`src/rtl/exu_br_resolve.sv`:
```
// ----------------------------------------------------------------------------
// exu_br_resolve
// Branch resolution stage that sits right after the branch comparator.
// Works out the architectural next PC of each control-transfer op and
// compares it with the fetch prediction. A mispredict produces a one-cycle
// flush and a redirect request to the IFU, which is held until the IFU
// accepts it. The stage also returns the JAL/JALR link value, reports
// misaligned-target exceptions and counts branches and mispredicts.
//
// Ports
//   clk, rst_n        clock, asynchronous active-low reset
//   in_valid/ready    op handshake; ready is low while a redirect is pending
//   in_is_br/jal/jalr op class; exactly one must be set for the op to count
//   in_br_taken       comparator result (used only for conditional branches)
//   in_pc/imm/rs1     operand context for the target computation
//   in_pred_taken/target  prediction made at fetch
//   in_tag            instruction tag, returned on link_tag
//   redir_valid/ready/pc  redirect request to the IFU (held until accepted)
//   flush             one-cycle pulse that kills younger ops
//   link_valid/data/tag   link write-back (pc+4) for JAL/JALR
//   exc_valid/tval    instruction-address-misaligned report
//   br_cnt            accepted control-transfer ops
//   mispred_cnt       redirects issued
// ----------------------------------------------------------------------------
module exu_br_resolve #(
    parameter int unsigned C_EXT = 0,
    parameter int unsigned TAG_W = 4
) (
    input  logic             clk,
    input  logic             rst_n,
    input  logic             in_valid,
    output logic             in_ready,
    input  logic             in_is_br,
    input  logic             in_is_jal,
    input  logic             in_is_jalr,
    input  logic             in_br_taken,
    input  logic [31:0]      in_pc,
    input  logic [31:0]      in_imm,
    input  logic [31:0]      in_rs1,
    input  logic             in_pred_taken,
    input  logic [31:0]      in_pred_target,
    input  logic [TAG_W-1:0] in_tag,
    output logic             redir_valid,
    input  logic             redir_ready,
    output logic [31:0]      redir_pc,
    output logic             flush,
    output logic             link_valid,
    output logic [31:0]      link_data,
    output logic [TAG_W-1:0] link_tag,
    output logic             exc_valid,
    output logic [31:0]      exc_tval,
    output logic [31:0]      br_cnt,
    output logic [31:0]      mispred_cnt
);

    typedef enum logic {
        S_RUN,
        S_REDIR
    } state_t;

    state_t             r_state;
    logic               r_redir_valid;
    logic [31:0]        r_redir_pc;
    logic               r_flush;
    logic               r_link_valid;
    logic [31:0]        r_link_data;
    logic [TAG_W-1:0]   r_link_tag;
    logic               r_exc_valid;
    logic [31:0]        r_exc_tval;
    logic [31:0]        r_br_cnt;
    logic [31:0]        r_mispred_cnt;

    logic               w_accept;
    logic [31:0]        w_pc_rel;
    logic [31:0]        w_jalr_sum;
    logic [31:0]        w_target;
    logic [31:0]        w_seq_pc;
    logic [31:0]        w_next_pc;
    logic               w_taken;
    logic               w_mispred;
    logic               w_misaligned;

    // Ready follows the state register so no op slips in behind a mispredict.
    assign in_ready = (r_state == S_RUN);

    assign w_accept   = in_valid & in_ready & $onehot({in_is_br, in_is_jal, in_is_jalr});

    assign w_pc_rel   = in_pc + in_imm;
    assign w_jalr_sum = in_rs1 + in_imm;
    assign w_target   = in_is_jalr ? {w_jalr_sum[31:1], 1'b0} : w_pc_rel;
    assign w_seq_pc   = in_pc + 32'd4;
    assign w_taken    = in_is_br ? in_br_taken : 1'b1;
    assign w_next_pc  = w_taken ? w_target : w_seq_pc;

    assign w_mispred    = (w_taken != in_pred_taken) |
                          (w_taken & (in_pred_target != w_target));
    assign w_misaligned = w_taken & ((C_EXT != 0) ? w_target[0] : (|w_target[1:0]));

    always_ff @(posedge clk or negedge rst_n) begin
        if (!rst_n) begin
            r_state       <= S_RUN;
            r_redir_valid <= 1'b0;
            r_redir_pc    <= '0;
            r_flush       <= 1'b0;
            r_link_valid  <= 1'b0;
            r_link_data   <= '0;
            r_link_tag    <= '0;
            r_exc_valid   <= 1'b0;
            r_exc_tval    <= '0;
            r_br_cnt      <= '0;
            r_mispred_cnt <= '0;
        end else begin
            r_flush      <= 1'b0;
            r_link_valid <= 1'b0;
            r_exc_valid  <= 1'b0;
            case (r_state)
                S_RUN: begin
                    if (w_accept) begin
                        r_br_cnt <= r_br_cnt + 32'd1;
                        if (w_misaligned) begin
                            // Exception wins: flush, but no link and no redirect.
                            r_exc_valid <= 1'b1;
                            r_exc_tval  <= w_target;
                            r_link_tag  <= in_tag;
                            r_flush     <= 1'b1;
                        end else begin
                            if (!in_is_br) begin
                                r_link_valid <= 1'b1;
                                r_link_data  <= w_seq_pc;
                                r_link_tag   <= in_tag;
                            end
                            if (w_mispred) begin
                                r_flush       <= 1'b1;
                                r_redir_valid <= 1'b1;
                                r_redir_pc    <= w_next_pc;
                                r_mispred_cnt <= r_mispred_cnt + 32'd1;
                                r_state       <= S_REDIR;
                            end
                        end
                    end
                end
                S_REDIR: begin
                    if (redir_ready) begin
                        r_redir_valid <= 1'b0;
                        r_state       <= S_RUN;
                    end
                end
                default: r_state <= S_RUN;
            endcase
        end
    end

    assign redir_valid = r_redir_valid;
    assign redir_pc    = r_redir_pc;
    assign flush       = r_flush;
    assign link_valid  = r_link_valid;
    assign link_data   = r_link_data;
    assign link_tag    = r_link_tag;
    assign exc_valid   = r_exc_valid;
    assign exc_tval    = r_exc_tval;
    assign br_cnt      = r_br_cnt;
    assign mispred_cnt = r_mispred_cnt;

endmodule

```
`config.mk`:
```
export PLATFORM = sky130hd
export DESIGN_NAME = exu_br_resolve
export DESIGN_NICKNAME = d
export VERILOG_FILES = /design/src/rtl/exu_br_resolve.sv
export SDC_FILE = /design/constraint.sdc
export NUM_CORES = 1
export LEC_CHECK = 0
export ABC_CLOCK_PERIOD_IN_PS = 2150
export BUFFER_PORTS_ARGS = -buffer_cell sky130_fd_sc_hd__buf_4
export CAP_MARGIN = 40
export CORE_UTILIZATION = 30
export DETAILED_ROUTE_END_ITERATION = 10
export RECOVER_POWER = 25
export SYNTH_ARGS = -nofsm -noshare
export SYNTH_HDL_FRONTEND = slang
export SYNTH_SLANG_ARGS = --single-unit
export TNS_END_PERCENT = 50
```
`constraint.sdc`:
```
create_clock -name clk -period 2.15 [get_ports clk]
set_input_delay 0.43 -clock clk [delete_from_list [all_inputs] [get_ports clk]]
set_output_delay 0.43 -clock clk [all_outputs]
set_load 0.01 [all_outputs]
```
==> metrics.txt <==
Layout area overhead 64.29%; share of cells above drive strength 1 47.31%; root buffer cell clkbuf_16; Routed Antenna Nets 0; total CTS buffers 17; # Max-Cap Violations 0; setup ws final -2140 ps; CTS Buffer Depth 2; Detailed Routing Iterations Pass 1 5; setup violators final 150; Synth top area share 33.34%; initial antenna violation count 2; Setup TNS Final -160450 ps; Post-synth EDFFs 0; Vias/cell 5.051; Final Power 15.74 mW; CTS clk-pin slew, worst paths 70 ps; R2R Path Start r_state; worst r2r dst br_cnt[18]; Hold Crit Start redir_ready; synth warn 0; Starting Density 30.72%; WHS Endpoint r_state; VDD IR max 0.0006369 V; max frequency 233.1 MHz; Cells after Synth 1429; total number of vias 13.68k; die extent in y 207.6 um; CTS tree done; CTS H-Tree Depth 4; Die Wd 207.6 um; final core occ 50.47%; Most used DFF post-synth dfrtp_1; Post-Syn Area 12690 sq um; pre-CTS WS -2841 ps; WL/cell 18.90 um; number of global-route vias before repair 13.81k; total wire length 51190 um; status complete, but fails checks; # DRC 0; Async S/R FF share, synth 100.0%; share of the yosys chip area belonging to registers 33.34%; core area 41290 sq um; Worst slew margin 21.45%; Crit path required time 2470 ps; worst reg2reg path depth 12; ranking of synthesized cells by area dfrtp_1, xnor2_1, ha_1; number of distinct library cells after synthesis 83; crit path time final 4290 ps; Fillers 3890; unrepaired setup endpoints after global routing true; #FFs+latches synth 169; crit path DAT 4610 ps; syn nets 1637; Hold Path Depth 2; GRT Total Usage 23.19%; syn avg cell area 8.877 sq um; Hold WC Path Type in2reg; final slew viol count 0; first-pass GRT wire length 77450 um; violated checks setup timing; IO buf count 309; fin nets 2370; period utilization 199.5%; clock sinks 169; P_leak 9.961 nW; Post-DP HPWL 42280 um; Yosys top cell by area dfrtp_1; FF-to-FF setup slack -130 ps; Placer Congestion 0.9224; pin count of the biggest net entering global routing 54; io pins 310; Iteration-0 DRC Markers 875; Critical Path End Type flop; CP Max Fanout 7; grt total ovfl 0; Worst-Margin Slew 1178 ps; Power Density 755.3 nW/um^2; Worst Path Class, Setup in2reg; Std-Cell Rows 74; CP Launch Type input port; Clock Latency Late Sink 440 ps; die area 43110 sq um; Worst Skew 10.02 ps; Fin Hold WS 177.5 ps; Final Hold Vio Count 0
-- layout by cell type, fill, tap and decap left out, types with 23 or more instances in the layout --
cell / instances
buf_4: 726
nand2_1: 171
dfrtp_1: 169
xnor2_1: 103
a21oi_1: 83
o21ai_0: 73
nor2_1: 63
nand4_1: 55
nand3_1: 50
ha_1: 49
xor2_1: 45
mux2_4: 41
and3_1: 38
buf_6: 34
inv_1: 30
mux2i_1: 23
-- registers in the layout, summed over array words and instances (netlist names) --
register / cells
redir_pc: 32
exc_tval: 32
flush: 1
exc_valid: 1
link_valid: 1
link_tag: 4
r_state: 1
br_cnt: 32
redir_valid: 1
mispred_cnt: 32
link_data: 32
-- repair_timing --
item,CTS,global route
buffers inserted,25,11
cloned,1,1
pin swaps,48,38
endpoints found under the hold margin,40,0
resized for setup,160,80
setup endpoints to repair,163,161
hold buffers,1,0
-- report_power, final --
group	total, mW	internal (mW)	switching (mW)
combinational	7.63	4.08	3.55
sequential	4.99	4.18	0.807
clock	3.12	1.79	1.33
total	15.7	10.1	5.68
-- kinds of logic (layout without fill, tap and decap cells) --
kind of cell	count (synthesis)	in the layout	synth area share, %
other cells	0	1	0
buf+inv	102	848	3.699
simple gates	508	508	19.79
compound gates	337	337	17.11
mux	82	82	7.624
flops	169	169	33.34
fa+ha+maj	67	67	6.786
xor+xnor	164	164	11.65
-- through the flow --
stage	cells	cell area [sq um]
finish	2708	20840
global route	2708	20840
CTS	2698	20430
detailed placement	2640	18880
global placement	2640	18880
floorplan	1429	12870
-- metal layers --
metal / track usage, % / up-vias / part of all wire (%) / wire length, um
met5: 0 / - / 0.025 / 13
met4: 7.101 / 2 / 2.2 / 1130
met3: 3.253 / 57 / 4.8 / 2476
met2: 38.30 / 374 / 48 / 24330
met1: 31.30 / 6624 / 45 / 23240
li1: - / 6621 / - / -
-- worst max path at each step --
stage | startpoint | to | depth (start not counted)
after floorplan | in_pc[0] | mispred_cnt[1] | 16
after detailed placement | in_pc[0] | redir_pc[31] | 19
after global placement | in_imm[12] | redir_pc[2] | 17
after CTS | in_pc[0] | redir_pc[6] | 17
final | in_pc[0] | redir_pc[7] | 17
after global routing | in_pc[0] | redir_pc[14] | 17
-- layout make-up --
cell class                 count  area, sq um  area share (%)
clock buffer                  21        460.4           2.209
timing repair buffer         783         6238           29.93
tap                          532        665.6           3.194
sequential                   169         4229           20.29
inverter                      33        131.4          0.6304
multi-input combinational   1158         8979           43.08
clock inverter                11        135.1          0.6484
antenna                        1        2.502         0.01201
-- Yosys cell counts (all sizes together), types with 4 or more instances --
cell / n
a211o: 5
a211oi: 13
a21boi: 4
a21o: 17
a21oi: 107
a221oi: 5
a2bb2oi: 5
a31oi: 12
and2: 16
and3: 42
and4: 7
buf: 24
clkbuf: 45
dfrtp: 169
ha: 64
inv: 33
mux2: 54
mux2i: 28
nand2: 180
nand2b: 7
nand3: 58
nand4: 55
nor2: 74
nor2b: 9
nor3: 23
nor3b: 7
nor4: 6
o211ai: 10
o21a: 15
o21ai: 98
o21bai: 6
o22ai: 7
o311ai: 4
o31ai: 6
or2: 7
or3: 5
xnor2: 114
xor2: 47
-- worst max-delay path: stages --
cell and delay (ps):
buf_8 100, ha_4 150, fa_2 340, a21o_1 190
a221o_2 480, a221oi_4 350, xor2_1 140, nor3b_1 200
a211oi_1 70, nor4_1 340, nand4_1 120, or4_1 420
or4_4 570, nand2_8 130, buf_12 120, clkbuf_16 150
mux2_4 290
No activity file was read; power rests on OpenSTA's default activity.
